===== config.mk =====
export PLATFORM = sky130hd
export DESIGN_NAME = mode_manager
export DESIGN_NICKNAME = d
export VERILOG_FILES = /design/src/rtl/mode_pkg.sv /design/src/rtl/press_hold_timer.sv /design/src/rtl/mode_manager.sv
export SDC_FILE = /design/constraint.sdc
export NUM_CORES = 1
export LEC_CHECK = 0
export CORE_MARGIN = 10
export CORE_UTILIZATION = 25
export CTS_BUF_LIST = sky130_fd_sc_hd__clkbuf_16
export DETAILED_ROUTE_END_ITERATION = 8
export PLACE_DENSITY_LB_ADDON = 0.12
export SYNTH_ARGS = -nofsm -noshare
export SYNTH_HDL_FRONTEND = slang
export SYNTH_SLANG_ARGS = --single-unit

===== constraint.sdc =====
create_clock -name clk -period 3.85 [get_ports clk]
set_input_delay 0.385 -clock clk [delete_from_list [all_inputs] [get_ports clk]]
set_output_delay 0.385 -clock clk [all_outputs]
set_load 0.02 [all_outputs]

===== src/rtl/mode_pkg.sv =====
// Shared definitions for the mode manager: display character codes, the
// scheduler state encoding and the per-mode bus widths.
package mode_pkg;

  localparam int LED_W     = 16;
  localparam int SEG_W     = 20;
  localparam int MAX_MODES = 8;

  localparam logic [4:0] C_HYPHEN = 5'd10;
  localparam logic [4:0] C_E      = 5'd11;
  localparam logic [4:0] C_r      = 5'd12;
  localparam logic [4:0] C_L      = 5'd13;
  localparam logic [4:0] C_o      = 5'd17;
  localparam logic [4:0] C_b      = 5'd18;
  localparam logic [4:0] C_d      = 5'd19;
  localparam logic [4:0] C_BLANK  = 5'd31;

  typedef enum logic [1:0] {
    MENU  = 2'd0,
    ARM   = 2'd1,
    RUN   = 2'd2,
    DRAIN = 2'd3
  } mgr_state_t;

  // Menu screen: "--" then a blank, then the 1-based mode number.
  function automatic logic [SEG_W-1:0] menu_seg(input logic [2:0] sel);
    return {C_HYPHEN, C_HYPHEN, C_BLANK, {2'b00, sel} + 5'd1};
  endfunction

endpackage


===== src/rtl/press_hold_timer.sv =====
// Saturating run-length counter: fire is high on the N-th and every later
// consecutive cycle that level is high. Any low cycle restarts the count.
module press_hold_timer #(
  parameter int unsigned N = 8,
  parameter int          W = (N > 1) ? $clog2(N) : 1
) (
  input  logic clk,
  input  logic reset,
  input  logic level,
  output logic fire
);

  localparam logic [W-1:0] LAST = W'(N - 1);

  logic [W-1:0] count_reg;

  always_ff @(posedge clk) begin
    if (reset || !level) begin
      count_reg <= '0;
    end else if (count_reg != LAST) begin
      count_reg <= count_reg + W'(1);
    end
  end

  assign fire = level && (count_reg == LAST);

endmodule


===== src/rtl/mode_manager.sv =====
// Menu/scheduler sharing LEDs, display and buttons among NUM_MODES game modes.
// Define MODE_MGR_IDLE_TIMEOUT_EN to add the RUN idle auto-exit.
module mode_manager
  import mode_pkg::*;
#(
  parameter int          NUM_MODES           = 4,
  parameter int unsigned LONG_PRESS_CYCLES   = 200_000_000,
  parameter int unsigned IDLE_TIMEOUT_CYCLES = 32'd3_000_000_000
) (
  input  logic                       clk,
  input  logic                       reset,
  input  logic                       btn_up,
  input  logic                       btn_down,
  input  logic                       btn_left,
  input  logic                       btn_right,
  input  logic                       btn_confirm,
  input  logic [NUM_MODES*LED_W-1:0] mode_led_bus,
  input  logic [NUM_MODES*SEG_W-1:0] mode_seg_bus,
  output logic [NUM_MODES-1:0]       mode_active,
  output logic                       mode_btn_up,
  output logic                       mode_btn_down,
  output logic                       mode_btn_left,
  output logic                       mode_btn_right,
  output logic                       mode_btn_confirm,
  output logic [LED_W-1:0]           led,
  output logic [SEG_W-1:0]           seg_data,
  output logic [2:0]                 mode_sel
);

  localparam logic [2:0] SEL_LAST = 3'(NUM_MODES - 1);

  mgr_state_t           state_reg;
  logic [2:0]           mode_sel_reg, sel_next;
  logic [NUM_MODES-1:0] mode_active_reg;
  logic [4:0]           btn_out_reg, prev_reg, btn_now, edges;
  logic                 edge_en_reg;
  logic [LED_W-1:0]     led_reg;
  logic [SEG_W-1:0]     seg_reg;
  logic                 inc_edge, dec_edge, confirm_edge;
  logic                 long_fire, idle_fire;

  // Padded to MAX_MODES so a 3-bit mode_sel always indexes in range.
  logic [LED_W-1:0] led_arr [MAX_MODES];
  logic [SEG_W-1:0] seg_arr [MAX_MODES];

  genvar gi;
  generate
    for (gi = 0; gi < MAX_MODES; gi++) begin : g_slice
      if (gi < NUM_MODES) begin : g_used
        assign led_arr[gi] = mode_led_bus[gi*LED_W +: LED_W];
        assign seg_arr[gi] = mode_seg_bus[gi*SEG_W +: SEG_W];
      end else begin : g_pad
        assign led_arr[gi] = '0;
        assign seg_arr[gi] = '0;
      end
    end
  endgenerate

  assign btn_now      = {btn_up, btn_down, btn_left, btn_right, btn_confirm};
  assign edges        = btn_now & ~prev_reg & {5{edge_en_reg}};
  assign inc_edge     = edges[4] | edges[2];
  assign dec_edge     = edges[3] | edges[1];
  assign confirm_edge = edges[0];

  always_comb begin
    sel_next = mode_sel_reg;
    if (inc_edge && !dec_edge) begin
      sel_next = (mode_sel_reg == SEL_LAST) ? 3'd0 : mode_sel_reg + 3'd1;
    end else if (dec_edge && !inc_edge) begin
      sel_next = (mode_sel_reg == 3'd0) ? SEL_LAST : mode_sel_reg - 3'd1;
    end
  end

  press_hold_timer #(.N(LONG_PRESS_CYCLES)) u_long_press (
    .clk   (clk),
    .reset (reset),
    .level ((state_reg == RUN) && btn_confirm),
    .fire  (long_fire)
  );

`ifdef MODE_MGR_IDLE_TIMEOUT_EN
  // Level is low outside RUN, so the count is already clear on RUN entry.
  press_hold_timer #(.N(IDLE_TIMEOUT_CYCLES), .W(32)) u_idle (
    .clk   (clk),
    .reset (reset),
    .level ((state_reg == RUN) && !(|btn_now)),
    .fire  (idle_fire)
  );
`else
  assign idle_fire = 1'b0;
`endif

  always_ff @(posedge clk) begin
    if (reset) begin
      state_reg       <= MENU;
      mode_sel_reg    <= 3'd0;
      mode_active_reg <= '0;
      btn_out_reg     <= '0;
      led_reg         <= 16'h0001;
      seg_reg         <= menu_seg(3'd0);
      prev_reg        <= '0;
      edge_en_reg     <= 1'b0;
    end else begin
      prev_reg    <= btn_now;
      edge_en_reg <= 1'b1;
      case (state_reg)
        MENU: begin
          if (confirm_edge) begin
            state_reg       <= ARM;
            mode_active_reg <= NUM_MODES'(1) << mode_sel_reg;
          end else begin
            mode_sel_reg <= sel_next;
            led_reg      <= LED_W'(1) << sel_next;
            seg_reg      <= menu_seg(sel_next);
          end
        end
        ARM: begin
          // Holding here until release keeps the launching press from the mode.
          if (!btn_confirm) begin
            state_reg   <= RUN;
            btn_out_reg <= btn_now;
            led_reg     <= led_arr[mode_sel_reg];
            seg_reg     <= seg_arr[mode_sel_reg];
          end
        end
        RUN: begin
          if (long_fire) begin
            state_reg       <= DRAIN;
            mode_active_reg <= '0;
            btn_out_reg     <= '0;
            led_reg         <= '0;
            seg_reg         <= {4{C_HYPHEN}};
          end else if (idle_fire) begin
            state_reg       <= MENU;
            mode_active_reg <= '0;
            btn_out_reg     <= '0;
            led_reg         <= LED_W'(1) << mode_sel_reg;
            seg_reg         <= menu_seg(mode_sel_reg);
          end else begin
            btn_out_reg <= btn_now;
            led_reg     <= led_arr[mode_sel_reg];
            seg_reg     <= seg_arr[mode_sel_reg];
          end
        end
        DRAIN: begin
          if (!btn_confirm) begin
            state_reg <= MENU;
            led_reg   <= LED_W'(1) << mode_sel_reg;
            seg_reg   <= menu_seg(mode_sel_reg);
          end
        end
        default: state_reg <= MENU;
      endcase
    end
  end

  assign mode_active      = mode_active_reg;
  assign mode_btn_up      = btn_out_reg[4];
  assign mode_btn_down    = btn_out_reg[3];
  assign mode_btn_left    = btn_out_reg[2];
  assign mode_btn_right   = btn_out_reg[1];
  assign mode_btn_confirm = btn_out_reg[0];
  assign led              = led_reg;
  assign seg_data         = seg_reg;
  assign mode_sel         = mode_sel_reg;

endmodule


==> flow_summary.html <==
<table>
<tr><th>Metric</th><th>Value</th></tr>
<tr><th colspan="2">Cells and area</th></tr>
<tr><td>Net count reported at finish</td><td>870</td></tr>
<tr><td>Diode count</td><td>0</td></tr>
<tr><td>Flip-flop count of the largest register, all copies and words added</td><td>28</td></tr>
<tr><td>Area growth from synthesis to layout</td><td>53.24%</td></tr>
<tr><td>Number of cells in the finished layout apart from fillers</td><td>942</td></tr>
<tr><td>Share of cells above drive strength 1</td><td>9.322%</td></tr>
<tr><th colspan="2">Die</th></tr>
<tr><td>DIE HEIGHT</td><td>158.6 um</td></tr>
<tr><td>X dimension of the die</td><td>158.6 um</td></tr>
<tr><td>Die Outline Area</td><td>25150 sq um</td></tr>
<tr><td>Boundary pin count</td><td>199</td></tr>
<tr><td>Core region area</td><td>18770 sq um</td></tr>
<tr><td>Effective utilization at floorplan</td><td>25.58%</td></tr>
<tr><td>Placement Rows</td><td>50</td></tr>
<tr><th colspan="2">Global route</th></tr>
<tr><td>Pin count of the biggest net entering global routing</td><td>42</td></tr>
<tr><td>Via count of the first global-routing pass</td><td>4748</td></tr>
<tr><td>Global-route wire length before repair</td><td>27.07 mm</td></tr>
<tr><td>Antenna violations before repair</td><td>2</td></tr>
<tr><td>Total routing usage reported by global routing</td><td>14.08%</td></tr>
<tr><td>Remaining global-route overflow</td><td>0</td></tr>
<tr><th colspan="2">Timing</th></tr>
<tr><td>Final max-slew violation count</td><td>0</td></tr>
<tr><td>Number of hold violations in the final report</td><td>0</td></tr>
<tr><td>Final total negative setup slack</td><td>0 ns</td></tr>
<tr><td>Transition time at the pin with the least slew margin</td><td>1.119 ns</td></tr>
<tr><td>Hold slack final</td><td>0.3998 ns</td></tr>
<tr><td>Headroom to the max-slew limit</td><td>25.21%</td></tr>
<tr><td>Setup-failing EPs final</td><td>0</td></tr>
<tr><td>Final min period</td><td>2.743 ns</td></tr>
<tr><td>Final period util</td><td>71.24%</td></tr>
<tr><td>Fmax</td><td>0.3646 GHz</td></tr>
<tr><td>Worst clock skew</td><td>0.006246 ns</td></tr>
<tr><td>Unrepaired setup endpoints after global routing</td><td>no</td></tr>
<tr><th colspan="2">Setup path</th></tr>
<tr><td>Arr. time, crit path</td><td>2.97 ns</td></tr>
<tr><td>Crit-path most repeated cell</td><td>sky130_fd_sc_hd__ha_1</td></tr>
<tr><td>Crit path required time</td><td>4.08 ns</td></tr>
<tr><td>Depth of the most critical reg-to-reg path</td><td>8</td></tr>
<tr><td>Maximum fanout along the worst path</td><td>5</td></tr>
<tr><td>Critical path startpoint</td><td>btn_down</td></tr>
<tr><td>Crit path largest cell delay</td><td>0.61 ns</td></tr>
<tr><td>CP max-delay cell</td><td>sky130_fd_sc_hd__a211oi_1</td></tr>
<tr><td>Startpoint class of the critical path</td><td>primary input</td></tr>
<tr><td>RR Startpoint</td><td>mode_sel[0]</td></tr>
<tr><td>Critical path endpoint category</td><td>flop</td></tr>
<tr><td>Category of the most critical setup path</td><td>in2reg</td></tr>
<tr><td>Series of cell instances along the critical path</td><td>clkdlybuf4s50_1 &gt; nand2b_1 &gt; a211oi_1 &gt; a32oi_1 &gt; o22a_1 &gt; ha_1 &gt; ha_1 &gt; a221oi_1 &gt; nor2_1</td></tr>
<tr><th colspan="2">Detailed routing</th></tr>
<tr><td>Via total after detailed routing</td><td>4651</td></tr>
<tr><td>Post-route antenna net violation count</td><td>0</td></tr>
<tr><td>Drt initial violations</td><td>193</td></tr>
<tr><td>Post-Route WL</td><td>18.07 mm</td></tr>
<tr><td>Via density per instance</td><td>4.937</td></tr>
<tr><td>DRC violations left</td><td>0</td></tr>
<tr><td>Detailed Routing Iterations Pass 1</td><td>4</td></tr>
<tr><td>Average routed wire per standard cell</td><td>19.18 um</td></tr>
<tr><th colspan="2">Synth</th></tr>
<tr><td>Mean instance size in the synthesized netlist</td><td>9.268 sq um</td></tr>
<tr><td>Netlist Area Pre-Place</td><td>4801 sq um</td></tr>
<tr><td>Sequential area share after synthesis</td><td>35.03%</td></tr>
<tr><td>Yosys synthesis warning count</td><td>0</td></tr>
<tr><td>Synth async-reset ratio</td><td>0%</td></tr>
<tr><td>FF+latch count, synth</td><td>84</td></tr>
<tr><td>Count of flip-flops with a built-in enable after synthesis</td><td>0</td></tr>
<tr><td>Cell variety after synth</td><td>54</td></tr>
<tr><td>Primary FF master, synth</td><td>sky130_fd_sc_hd__dfxtp_1</td></tr>
<tr><td>Mapped Nets</td><td>685</td></tr>
<tr><td>Cell count after synthesis</td><td>518</td></tr>
<tr><th colspan="2">Pwr</th></tr>
<tr><td>Cell internal power dissipation</td><td>2.302 mW</td></tr>
<tr><td>Gate power share</td><td>42.1%</td></tr>
<tr><td>Power density relative to cell area</td><td>483.0 nW/um^2</td></tr>
<tr><td>Relative contribution of sequential cells to total power</td><td>29.8%</td></tr>
<tr><td>Switching portion of total power</td><td>35.23%</td></tr>
<tr><td>Power dissipated by switching net loads</td><td>1.252 mW</td></tr>
<tr><td>Peak supply drop</td><td>0.2378 mV</td></tr>
<tr><td>Leakage power summed over all cells</td><td>2.488 nW</td></tr>
<tr><td>Clock network fraction of total power</td><td>28.1%</td></tr>
<tr><th colspan="2">CTS</th></tr>
<tr><td>Largest buffer count on any clock path</td><td>2</td></tr>
<tr><td>Total setup buffers inserted after CTS</td><td>0</td></tr>
<tr><td>CTS clock-pin slew for the worst setup and hold paths</td><td>0.06 ns</td></tr>
<tr><td>Number of hold buffers added after cts</td><td>0</td></tr>
<tr><td>Clock sink total</td><td>84</td></tr>
<tr><td>Num CTS Buffers</td><td>9</td></tr>
<tr><td>CTS H-tree lvls</td><td>3</td></tr>
<tr><td>Resized Gates After CTS</td><td>0</td></tr>
<tr><td>CTS tree</td><td>done</td></tr>
<tr><td>Clock insertion delay at the later pin of the skew report</td><td>0.35 ns</td></tr>
<tr><td>Clock root buffer master</td><td>sky130_fd_sc_hd__clkbuf_16</td></tr>
<tr><th colspan="2">Status</th></tr>
<tr><td>Status</td><td>completed</td></tr>
<tr><th colspan="2">Hold path</th></tr>
<tr><td>Min-delay worst type</td><td>in2reg</td></tr>
<tr><td>Launch point of the worst hold path</td><td>reset</td></tr>
<tr><td>Cell depth of the worst min-delay path</td><td>3</td></tr>
<tr><th colspan="2">Run</th></tr>
<tr><td>Max-cap violation count</td><td>0</td></tr>
<tr><th colspan="2">Placement</th></tr>
<tr><td>Placed insts</td><td>926</td></tr>
<tr><td>Final weighted congestion in routability-driven placement</td><td>0.8154</td></tr>
<tr><td>Post-DP HPWL</td><td>14.33 mm</td></tr>
<tr><td>Number of port buffers</td><td>198</td></tr>
</table>
placed cells by master, fill, tap and decap left out, types with 6 or more instances in the layout:
cell,instances
sky130_fd_sc_hd__inv_1,12
sky130_fd_sc_hd__nand3_1,38
sky130_fd_sc_hd__clkbuf_16,9
sky130_fd_sc_hd__ha_1,16
sky130_fd_sc_hd__a32oi_1,6
sky130_fd_sc_hd__nor2b_1,9
sky130_fd_sc_hd__nand2b_1,8
sky130_fd_sc_hd__nor3_1,7
sky130_fd_sc_hd__o21ai_0,17
sky130_fd_sc_hd__nand2_1,56
sky130_fd_sc_hd__a21oi_1,43
sky130_fd_sc_hd__o2bb2ai_1,6
sky130_fd_sc_hd__mux4_2,36
sky130_fd_sc_hd__buf_4,7
sky130_fd_sc_hd__nor2_1,51
sky130_fd_sc_hd__clkdlybuf4s50_1,197
sky130_fd_sc_hd__and4_1,7
sky130_fd_sc_hd__xor2_1,18
sky130_fd_sc_hd__xnor2_1,7
sky130_fd_sc_hd__dfxtp_1,82
power by group through the flow:
| stage | clock [mW] | sequential, mW | combinational (mW) |
|---|---|---|---|
| 6_report | 1.00 | 1.06 | 1.49 |
| 5_1_grt | 1.07 | 1.08 | 1.64 |
| 3_3_place_gp | 0 | 1.08 | 1.51 |
| 3_5_place_dp | 0 | 1.08 | 1.52 |
| 2_1_floorplan | 0 | 1.20 | 0.755 |
| 4_1_cts | 1.03 | 1.06 | 1.53 |
layout make-up:
cell class                 instances  area [sq um]
clock buffer                       9         225.2
clock inverter                     7         115.1
fill                            1861         11410
inverter                          13         48.80
multi-input combinational        390          2962
sequential                        84          1684
tap                              234         292.8
timing repair buffer             205          2029
layer usage:
metal  track usage, %  routed length (um)
met1            15.72                7144
met2            23.12                8948
met3            7.097                1774
met4            4.014                 180
met5                0                  23
stage by stage:
| step | power, mW | instance area (sq um) | utilization [%] | setup WS [ns] |
|---|---|---|---|---|
| floorplan | 1.953 | 4801 | - | 1.001 |
| global placement | 2.589 | 7017 | 37.39 | 0.8752 |
| detailed placement | 2.599 | 7017 | 37.39 | 0.7936 |
| CTS | 3.618 | 7357 | 39.20 | 1.170 |
| global route | 3.783 | 7357 | 39.20 | 0.9033 |
| finish | 3.554 | 7357 | 39.20 | 1.107 |
critical path: cells and delay by family:
family / cells / cell delay, ns
compound gates: 4 / 1.45
buf+inv: 1 / 0.52
fa+ha+maj: 2 / 0.43
simple gates: 2 / 0.19
cells by family (layout without fill, tap and decap cells):
logic type      count (synthesis)  after routing  synth area share (%)
mux                            39             39                 17.51
xor+xnor                       25             25                 4.561
fa+ha+maj                      16             16                 4.170
buf+inv                        44            234                 3.727
simple gates                  205            205                 20.98
compound gates                105            105                 14.02
flops                          84             84                 35.03
synthesized netlist by cell type, types with 5 or more instances:
cell type,n,area (sq um)
sky130_fd_sc_hd__a32oi_1,6,52.55
sky130_fd_sc_hd__nand2b_1,8,50.05
sky130_fd_sc_hd__nand2_1,56,210.2
sky130_fd_sc_hd__o2bb2ai_1,6,52.55
sky130_fd_sc_hd__a31oi_1,5,31.28
sky130_fd_sc_hd__o21ai_0,17,85.08
sky130_fd_sc_hd__and4_1,7,61.31
sky130_fd_sc_hd__a21oi_1,43,215.2
sky130_fd_sc_hd__xor2_1,18,157.7
sky130_fd_sc_hd__buf_2,5,25.02
sky130_fd_sc_hd__inv_1,12,45.04
sky130_fd_sc_hd__nor2b_1,9,56.30
sky130_fd_sc_hd__nand3_1,38,190.2
sky130_fd_sc_hd__nor2_1,51,191.4
sky130_fd_sc_hd__ha_1,16,200.2
sky130_fd_sc_hd__and3_1,5,31.28
sky130_fd_sc_hd__clkbuf_1,23,86.33
sky130_fd_sc_hd__nor3_1,7,35.03
sky130_fd_sc_hd__xnor2_1,7,61.31
sky130_fd_sc_hd__mux4_2,36,810.8
sky130_fd_sc_hd__dfxtp_1,84,1682
path summary, 6_finish.rpt:
kind	to	slack [ns]
setup / recovery	led[3]	1.11
hold / removal	seg_data[6]	0.40
setup reg to reg	led[3]	1.24
hold reg to reg	led[12]	0.45
(Power assumes the default switching activity.)
